<file path="src/rtl/dmem_arbiter.sv">
// -----------------------------------------------------------------------------
// dmem_arbiter
//
// Two-port arbiter in front of a single data memory with a combinational read
// path. Every access takes exactly three cycles:
// IDLE (grant and latch) -> SERVE (drive memory) -> RESP (done pulse).
// When both ports request in the same IDLE cycle, the port that was not
// granted last wins. Misaligned accesses never write memory and complete
// with err=1 and rd=0.
//
// Handshake: a requester raises req together with we/addr/wd and holds all
// four stable until its done pulse. In the cycle after done it either drops
// req or presents a new request. Requests seen in SERVE or RESP are ignored,
// not queued; the requester keeps req high until it is served.
//
// Ports
//   clk, rst          clock; synchronous active-high reset
//   req0/1, we0/1     request and write enable per port
//   addr0/1, wd0/1    byte address and write data per port
//   rd0/1             read data, valid while the matching done is high
//   done0/1           one-cycle completion pulse
//   err0/1            misaligned-address flag, valid while done is high
//   mem_mwr           memory write enable (SERVE only, aligned write)
//   mem_addr, mem_wd  latched address and write data; held outside SERVE
//   mem_rd            memory read data, combinational in mem_addr
//   busy              high whenever the FSM is not in IDLE
//   dbg_state         current FSM state encoding (0 IDLE, 1 SERVE, 2 RESP)
// -----------------------------------------------------------------------------
module dmem_arbiter #(
   parameter int ADDR_W = 32,
   parameter int DATA_W = 32
) (
   input  logic              clk,
   input  logic              rst,
   input  logic              req0,
   input  logic              req1,
   input  logic              we0,
   input  logic              we1,
   input  logic [ADDR_W-1:0] addr0,
   input  logic [ADDR_W-1:0] addr1,
   input  logic [DATA_W-1:0] wd0,
   input  logic [DATA_W-1:0] wd1,
   output logic [DATA_W-1:0] rd0,
   output logic [DATA_W-1:0] rd1,
   output logic              done0,
   output logic              done1,
   output logic              err0,
   output logic              err1,
   output logic              mem_mwr,
   output logic [ADDR_W-1:0] mem_addr,
   output logic [DATA_W-1:0] mem_wd,
   input  logic [DATA_W-1:0] mem_rd,
   output logic              busy,
   output logic [1:0]        dbg_state
);

   typedef enum logic [1:0] {
      IDLE  = 2'd0,
      SERVE = 2'd1,
      RESP  = 2'd2
   } state_t;

   state_t              state_q;
   state_t              state_d;

   logic                last_gnt_q;   // port granted most recently
   logic                win_id_q;     // port owning the current access
   logic                lat_we_q;
   logic [ADDR_W-1:0]   lat_addr_q;
   logic [DATA_W-1:0]   lat_wd_q;
   logic [DATA_W-1:0]   rd_q;
   logic                err_q;

   logic                any_req;
   logic                gnt_id;
   logic                aligned;

   assign any_req = req0 | req1;

   // Single requester wins outright; on a tie the port not granted last wins.
   assign gnt_id  = (req0 && req1) ? ~last_gnt_q : req1;

   assign aligned = (lat_addr_q[1:0] == 2'b00);

   // ---------------------------------------------------------------------------
   // State register and datapath registers
   // ---------------------------------------------------------------------------
   always_ff @(posedge clk) begin
      if (rst) begin
         state_q    <= IDLE;
         last_gnt_q <= 1'b1;   // port 0 wins the first tie after reset
         win_id_q   <= 1'b0;
         lat_we_q   <= 1'b0;
         lat_addr_q <= '0;
         lat_wd_q   <= '0;
         rd_q       <= '0;
         err_q      <= 1'b0;
      end else begin
         state_q <= state_d;

         if (state_q == IDLE && any_req) begin
            win_id_q   <= gnt_id;
            last_gnt_q <= gnt_id;
            if (gnt_id) begin
               lat_we_q   <= we1;
               lat_addr_q <= addr1;
               lat_wd_q   <= wd1;
            end else begin
               lat_we_q   <= we0;
               lat_addr_q <= addr0;
               lat_wd_q   <= wd0;
            end
         end

         // Capture the response on the SERVE->RESP edge. Writes and misaligned
         // accesses return zero so rd never leaks stale memory contents.
         if (state_q == SERVE) begin
            rd_q  <= (!lat_we_q && aligned) ? mem_rd : '0;
            err_q <= !aligned;
         end
      end
   end

   // ---------------------------------------------------------------------------
   // Next-state logic
   // ---------------------------------------------------------------------------
   always_comb begin
      state_d = state_q;
      case (state_q)
         IDLE:    if (any_req) state_d = SERVE;
         SERVE:   state_d = RESP;
         RESP:    state_d = IDLE;
         default: state_d = IDLE;
      endcase
   end

   // ---------------------------------------------------------------------------
   // Outputs
   // ---------------------------------------------------------------------------
   always_comb begin
      done0     = 1'b0;
      done1     = 1'b0;
      err0      = 1'b0;
      err1      = 1'b0;
      rd0       = '0;
      rd1       = '0;
      mem_mwr   = 1'b0;
      mem_addr  = lat_addr_q;
      mem_wd    = lat_wd_q;
      busy      = (state_q != IDLE);
      dbg_state = state_q;

      case (state_q)
         SERVE: begin
            // rst gates the strobe directly so a reset during SERVE
            // cannot commit a write on the same edge.
            mem_mwr = lat_we_q && aligned && !rst;
         end
         RESP: begin
            if (win_id_q) begin
               done1 = 1'b1;
               rd1   = rd_q;
               err1  = err_q;
            end else begin
               done0 = 1'b1;
               rd0   = rd_q;
               err0  = err_q;
            end
         end
         default: ;
      endcase
   end

endmodule
</file>
<file path="config.mk">
export PLATFORM = sky130hd
export DESIGN_NAME = dmem_arbiter
export DESIGN_NICKNAME = d
export VERILOG_FILES = /design/src/rtl/dmem_arbiter.sv
export SDC_FILE = /design/constraint.sdc
export NUM_CORES = 1
export LEC_CHECK = 0
export CAP_MARGIN = 40
export CORE_MARGIN = 8
export CORE_UTILIZATION = 41
export CTS_BUF_LIST = sky130_fd_sc_hd__clkbuf_16
export DETAILED_ROUTE_END_ITERATION = 16
export PLACE_DENSITY_LB_ADDON = 0.12
export SKIP_CTS_REPAIR_TIMING = 1
export SLEW_MARGIN = 20
export SYNTH_ARGS = -nofsm -noshare
export SYNTH_HDL_FRONTEND = slang
export SYNTH_SLANG_ARGS = --single-unit
</file>
<file path="constraint.sdc">
create_clock -name clk -period 3.45 [get_ports clk]
set_clock_uncertainty 0.05 [all_clocks]
set_input_delay 0.5175 -clock clk [delete_from_list [all_inputs] [get_ports clk]]
set_output_delay 0.5175 -clock clk [all_outputs]
set_load 0.005 [all_outputs]
</file>
==> flow_summary_export.csv, run 1 <==
group,metric,value,unit
clocking,numCtsBuffers,9,
detailed_routing,num_vias,5532,
timing,max_slew_margin,49.3,%
timing,setup_violations,0,
logic_synthesis,syn_area_per_cell,8.35,um2
final_layout,n_fill_cell,987,
grt,antenna_found_initial,1,
timing,drv_slew,0,
grt,grt_use_total,23.0,%
place,dpl_cell_area,8150,um2
final_layout,drive_gt1_share,9.68,%
final_layout,area_growth,65.6,%
clocking,cts.sinks,102,
detailed_routing,drc,0,
clocking,clock_path_buffers,2,
grt,grt_first_pass_wirelength,29.9,mm
final_layout,finish.instance_area,8450,um2
detailed_routing,wl_per_cell,18.8,um
grt,overflow,0,
place,place.gp.congestion,0.806,
floorplan,die_h,128,um
detailed_routing,ant_nets,0,
place,port_buffers,301,
power_and_ir_drop,netSwitchingFraction,28.3,%
power_and_ir_drop,power.switching,0.000923,W
floorplan,core,12100,um2
logic_synthesis,yosys-top-cells-area,"dfxtp_1 40%, a311oi_2 15%, nand2_1 12%, a21oi_1 9.6%, and2_1 8.1%",
detailed_routing,vias_per_cell,5.28,
worst_setup_path,cp_max_fo,22,
worst_setup_path,slowest_stage,"clkdlybuf4s50_1",
logic_synthesis,synth_nets,777,
worst_setup_path,crit_path_start,"dbg_state[1]$_SDFFE_PP0P_",
worst_setup_path,worstSetupEndpointType,"output port",
floorplan,rows,40,
final_layout,nets,1039,
status,status,"completed",
worst_setup_path,crit_family,"buffers and inverters",
power_and_ir_drop,seqPwrFrac,41.8,%
clocking,cts.clk_slew.worst_paths,0.06,ns
power_and_ir_drop,p_comb_share,28.2,%
power_and_ir_drop,power_density,386,nW/um2
floorplan,die_area,16300,um2
detailed_routing,dr.pass1.iters,4,
place,pre_cts_ws,0.861,ns
logic_synthesis,syn_area,5100,um2
grt,grt_pass1_vias,5620,
timing,rsz0062_at_grt,"false",
logic_synthesis,seq_area_frac_synth,40.0,%
worst_setup_path,crit_chain,"and3b_1, buf_8, and2_1, clkdlybuf4s50_1",
logic_synthesis,synth_largest_area_cell,"dfxtp_1",
worst_hold_path,hp-class,"reg -> reg",
logic_synthesis,yosysUniqueCellTypes,27,
timing,hold_viol,0,
floorplan,start_util,42.3,%
timing,worst_pin_slew,0.761,ns
worst_setup_path,critPathKind,"reg -> out",
worst_setup_path,crit_path_end,"rd1[4]",
power_and_ir_drop,power.internal,0.00234,W
timing,timing.fmax,375,MHz
logic_synthesis,netlist.area_leader.share,40.0,%
timing,fin_crit,2.67,ns
worst_setup_path,rr_worst_depth,5,
worst_setup_path,path_buf_inv,2,
timing,setup_slack,0.785,ns
detailed_routing,route.final.wire_length,19.7,mm
flow_run,drv_cap,0,
logic_synthesis,ys_warn_count,0,
power_and_ir_drop,max-vdd-ir-drop,0.000221,V
worst_setup_path,worstPathArrival,2.10,ns
worst_setup_path,r2r-end,"mem_wd[12]$_SDFFE_PP0P_",
timing,post-route-period-util,77.3,%
power_and_ir_drop,cellLeakagePower,3.05,nW
place,post-dp-hpwl,14.7,mm
timing,holdWs,0.419,ns
floorplan,die_w,128,um
clocking,cts_root_buffer,"clkbuf_16",
worst_setup_path,slowest_delay,0.51,ns
clocking,cts_tree,"done",
clocking,cts_max_level,3,
worst_setup_path,r2r-start,"dbg_state[1]$_SDFFE_PP0P_",
worst_setup_path,rrSetupSlack,1.63,ns
floorplan,io-pin-count,302,
power_and_ir_drop,pwr-share-clk,30.0,%
worst_setup_path,startpoint_type,"register",
worst_setup_path,critical_path_depth,4,
timing,tns,0,ns
worst_setup_path,critPathRequiredTime,2.88,ns
clocking,clk_latency,0.34,ns
detailed_routing,drt_iter0_drc,392,
logic_synthesis,syn_inst,611,
grt,grt_max_degree,69,
logic_synthesis,synth-seq-cells,102,
Yosys cell counts:
library cell and count:
inv_2 1, dfxtp_1 102, nor3b_2 1, nand3_1 32, and2_1 66, a311oi_1 15, nor3_1 1, nor3_2 1
a21bo_1 1, and3_1 1, nand2_1 164, a221o_1 1, or2_1 1, a211oi_1 1, buf_4 10, clkbuf_1 23
nor2b_1 2, and3b_1 1, buf_2 23, nor2_4 1, a21boi_2 1, o21ai_0 1, a21oi_1 98, nor2_1 5
a311oi_2 50, buf_6 7, nand2b_1 1
routing by layer:
layer | global-route usage (%) | wire length [um] | vias up
met5 | 0 | 0 | -
met4 | 11.4 | 623 | 0
met3 | 6.99 | 1610 | 39
met2 | 41.5 | 9980 | 267
met1 | 23.7 | 7490 | 2579
li1 | - | - | 2647
worst register-to-register path, delay by kind of cell (launching register included):
| family | cells | cell delay (ns) |
|---|---|---|
| buffers and inverters | 2 | 0.44 |
| and+or+nand+nor | 2 | 0.70 |
| AOI/OAI and AO/OA | 1 | 0.14 |
| DFF | 1 | 0.37 |
layout by cell type, fill, tap and decap left out, drive strengths merged, types with 2 or more instances in the layout:
cell type      count
buf               14
nand2            164
dfxtp            102
inv                3
nor2               6
clkinv             3
nand3             32
nor3               2
a21oi             98
clkdlybuf4s50    300
nor2b              2
clkbuf             9
and2              66
a311oi            65
worst min path at each step:
stage | endpoint | cells past startpoint | startpoint | slack (ns)
final | rd_q[14]$_SDFFE_PP0N_ | 2 | rd_q[14]$_SDFFE_PP0N_ | 0.42
after global routing | rd_q[30]$_SDFFE_PP0N_ | 2 | rd_q[30]$_SDFFE_PP0N_ | 0.44
after CTS | rd_q[14]$_SDFFE_PP0N_ | 2 | rd_q[14]$_SDFFE_PP0N_ | 0.42
after detailed placement | rd_q[14]$_SDFFE_PP0N_ | 2 | rd_q[14]$_SDFFE_PP0N_ | 0.41
after global placement | rd_q[31]$_SDFFE_PP0N_ | 2 | rd_q[31]$_SDFFE_PP0N_ | 0.40
after floorplan | rd_q[0]$_SDFFE_PP0N_ | 2 | rd_q[0]$_SDFFE_PP0N_ | 0.39
cells by family (layout without fill, tap and decap cells):
kind of cell	after synthesis	count (layout)	share of synthesized area [%]
AND/OR/NAND/NOR	277	277	25.2
buffers and inverters	64	331	7.04
other	0	1	0
flip-flops	102	102	40.0
AO/OA/AOI/OAI	168	168	27.8
sequential cells by signal, summed over array words and instances, names as in the netlist:
register	count
dbg_state	2
err_q	1
last_gnt_q	1
lat_we_q	1
mem_addr	32
mem_wd	32
rd_q	32
win_id_q	1
cell type report:
| class | instances | area, um2 | area share, % |
|---|---|---|---|
| Antenna cell | 1 | 2.50 | 0.0296 |
| Clock buffer | 9 | 225 | 2.66 |
| Clock inverter | 7 | 57.6 | 0.681 |
| Inverter | 1 | 3.75 | 0.0444 |
| Multi-Input combinational cell | 445 | 2730 | 32.3 |
| Sequential cell | 102 | 2040 | 24.2 |
| Tap cell | 168 | 210 | 2.49 |
| Timing Repair Buffer | 314 | 3190 | 37.7 |
power by group through the flow:
stage	combinational, W	sequential, W	clock (W)
5_1_grt	0.000990	0.00138	0.00104
2_1_floorplan	0.000436	0.00138	0
4_1_cts	0.000926	0.00137	0.000995
3_3_place_gp	0.000890	0.00138	0
6_report	0.000920	0.00137	0.000979
3_5_place_dp	0.000921	0.00139	0
metrics by stage:
step                      utilization, %  total power, W  cells
final                               70.1         0.00326   1047
after global routing                70.1         0.00341   1047
after CTS                           69.9         0.00329   1045
after detailed placement            67.6         0.00231   1029
after global placement              67.3         0.00227   1027
after floorplan                        -         0.00182    611
Note: power is estimated with default switching activity, not from simulation.
==> run 2, diff against run 1 <==
--- a/config.mk
+++ b/config.mk
@@ -7,7 +7,7 @@
 export LEC_CHECK = 0
 export CAP_MARGIN = 40
 export CORE_MARGIN = 8
-export CORE_UTILIZATION = 41
+export CORE_UTILIZATION = 38
 export CTS_BUF_LIST = sky130_fd_sc_hd__clkbuf_16
 export DETAILED_ROUTE_END_ITERATION = 16
 export PLACE_DENSITY_LB_ADDON = 0.12
==> constraint.sdc (replaced) <==
create_clock -name clk -period 2.74 [get_ports clk]
set_clock_uncertainty 0.05 [all_clocks]
set_input_delay 0.411 -clock clk [delete_from_list [all_inputs] [get_ports clk]]
set_output_delay 0.411 -clock clk [all_outputs]
set_load 0.005 [all_outputs]
==> run 2 against run 1 <==
  * Combinational power grew 23%
  * Sequential power grew 26%
  * Non-clock buffer count is 3 higher
  * Clock-buffer cell count unchanged
  * Highest routed layer unchanged
  * Sequential cell count stayed put
  * Global-route usage is 1.8 points lower
  * Routed wire length decreased by 2.7%
  * Die area rose by 6.9%
  * Power is 25% higher
  * Critical path type unchanged
  * Critical endpoint is now rd1[1]
  * First-iteration DRC count fell by 27%
  * Worst setup slack got worse by 0.63 ns
  * Clock power is 25% higher
==> flow_summary_export.csv, run 2 (same netlist as run 1, synthesis figures left out) <==
group,metric,value,unit
final_layout,final_cell_mix,"300 x clkdlybuf4s50_1, 164 x nand2_1, 102 x dfxtp_1, 98 x a21oi_1, 66 x and2_1",
power_and_ir_drop,max-vdd-ir-drop,0.000267,V
floorplan,rows,42,
place,place.gp.congestion,0.793,
worst_setup_path,rrSetupSlack,0.97,ns
timing,tns,0,ns
floorplan,die_h,132,um
power_and_ir_drop,power.switching,0.00114,W
timing,max_slew_margin,49.7,%
worst_setup_path,r2r-end,"last_gnt_q$_SDFFE_PP1P_",
worst_setup_path,slowest_delay,0.50,ns
grt,grt_use_met2,38.4,%
final_layout,diodes,0,
worst_setup_path,rr_worst_depth,4,
place,post-dp-hpwl,14.3,mm
floorplan,die_w,132,um
worst_setup_path,crit_path_end,"rd1[1]",
detailed_routing,dr.pass1.iters,5,
final_layout,finish.instance_area,8430,um2
clocking,numCtsBuffers,9,
grt,overflow,0,
timing,rsz0062_at_grt,"false",
floorplan,die_area,17400,um2
final_layout,nets,1042,
worst_hold_path,hp-class,"in -> reg",
floorplan,start_util,38.7,%
power_and_ir_drop,power_density,483,nW/um2
timing,timing.fmax,387,MHz
place,port_buffers,301,
grt,grt_use_met3,7.13,%
detailed_routing,drt_iter0_drc,286,
worst_setup_path,worstPathArrival,2.12,ns
final_layout,final_common_cell,"clkdlybuf4s50_1",
power_and_ir_drop,netSwitchingFraction,28.1,%
status,status,"completed",
timing,drv_slew,0,
power_and_ir_drop,pwr-share-clk,29.9,%
grt,grt_pass1_vias,5777,
floorplan,core,13200,um2
grt,antenna_found_initial,0,
clocking,cts_root_buffer,"clkbuf_16",
timing,worst_pin_slew,0.755,ns
worst_setup_path,r2r-start,"dbg_state[1]$_SDFFE_PP0P_",
place,dpl_cell_area,8160,um2
detailed_routing,ant_nets,0,
timing,setup_violations,0,
detailed_routing,wl_per_cell,18.2,um
grt,grt_first_pass_wirelength,30.5,mm
clocking,clock_path_buffers,2,
grt,busiest_layer,"met2",
worst_setup_path,cp_max_fo,25,
clocking,cts_tree,"done",
worst_setup_path,crit_path_start,"dbg_state[1]$_SDFFE_PP0P_",
power_and_ir_drop,cellLeakagePower,3.04,nW
worst_setup_path,startpoint_type,"register",
power_and_ir_drop,p_comb_share,27.8,%
detailed_routing,num_vias,5480,
worst_setup_path,worstSetupEndpointType,"output port",
power_and_ir_drop,p_total,0.00407,W
final_layout,fin_util,63.9,%
clocking,cts.sinks,102,
worst_setup_path,critPathKind,"reg -> out",
timing,hold_viol,0,
timing,fin_crit,2.58,ns
worst_setup_path,critPathRequiredTime,2.28,ns
power_and_ir_drop,power.internal,0.00293,W
final_layout,drive_gt1_share,9.78,%
final_layout,n_fill_cell,1135,
clocking,clk_latency,0.34,ns
worst_setup_path,slowest_stage,"clkdlybuf4s50_1",
power_and_ir_drop,seqPwrFrac,42.3,%
grt,met1_usage,21.9,%
detailed_routing,route.final.wire_length,19.2,mm
detailed_routing,drc,0,
flow_run,drv_cap,0,
timing,post-route-period-util,94.2,%
clocking,cts.clk_slew.worst_paths,0.06,ns
clocking,cts_max_level,3,
grt,grt_use_total,21.2,%
worst_setup_path,crit_chain,"and3b_1, buf_4, and2_1, clkdlybuf4s50_1",
grt,grt_max_degree,102,
detailed_routing,vias_per_cell,5.19,
final_layout,area_growth,65.2,%
floorplan,io-pin-count,302,
timing,holdWs,0.235,ns
run 2: cell types whose count changed in the layout (fill, tap and decap cells not counted):
| cell | change |
|---|---|
| clkinvlp_4 | -1 |
| buf_4 | +7 |
| buf_8 | -2 |
| clkinv_2 | -1 |
| diode_2 | -1 |
| buf_12 | -2 |
run 2: final cells by class:
type | count | area, um2 | area share, %
flip-flops and latches | 102 | 2040 | 24.2
clock inverters | 5 | 45.0 | 0.534
clock buffers | 9 | 225 | 2.67
repair buffers | 317 | 3170 | 37.6
well taps | 176 | 220 | 2.61
multi-input cells | 445 | 2730 | 32.3
inverters | 1 | 3.75 | 0.0445
run 2: power by group through the flow:
stage / clock network, W / logic, W / registers (W)
floorplan: 0 / 0.000549 / 0.00174
global placement: 0 / 0.00112 / 0.00175
detailed placement: 0 / 0.00114 / 0.00175
CTS: 0.00124 / 0.00115 / 0.00172
global route: 0.00130 / 0.00123 / 0.00174
finish: 0.00122 / 0.00113 / 0.00172
run 2: worst max-delay path, delay by kind of cell (launching register included):
| family | cells | cell delay [ns] |
|---|---|---|
| buffers and inverters | 2 | 0.78 |
| AND/OR/NAND/NOR | 2 | 0.55 |
| flip-flops | 1 | 0.44 |
run 2: metal layers:
| layer | wire (um) | vias to the layer above | part of all wire [%] |
|---|---|---|---|
| li1 | - | 2654 | - |
| met1 | 7250 | 2564 | 38 |
| met2 | 9800 | 228 | 51 |
| met3 | 1580 | 34 | 8.2 |
| met4 | 545 | 0 | 2.8 |
| met5 | 0 | - | 0 |
run 2: stage by stage:
stage,setup slack (ns),std cells
after floorplan,1.19,611
after global placement,0.509,1041
after detailed placement,0.491,1041
after CTS,0.118,1055
after global routing,0.00658,1055
final,0.159,1055
run 2: worst min-delay path by stage:
stage | endpoint | startpoint | depth (start not counted) | slack [ns]
2_1_floorplan | rd_q[0]$_SDFFE_PP0N_ | rd_q[0]$_SDFFE_PP0N_ | 2 | 0.39
3_3_place_gp | rd_q[16]$_SDFFE_PP0N_ | rd_q[16]$_SDFFE_PP0N_ | 2 | 0.40
3_5_place_dp | rd_q[16]$_SDFFE_PP0N_ | rd_q[16]$_SDFFE_PP0N_ | 2 | 0.40
4_1_cts | dbg_state[1]$_SDFFE_PP0P_ | rst | 2 | 0.23
5_1_grt | dbg_state[1]$_SDFFE_PP0P_ | rst | 2 | 0.23
6_report | dbg_state[1]$_SDFFE_PP0P_ | rst | 2 | 0.23
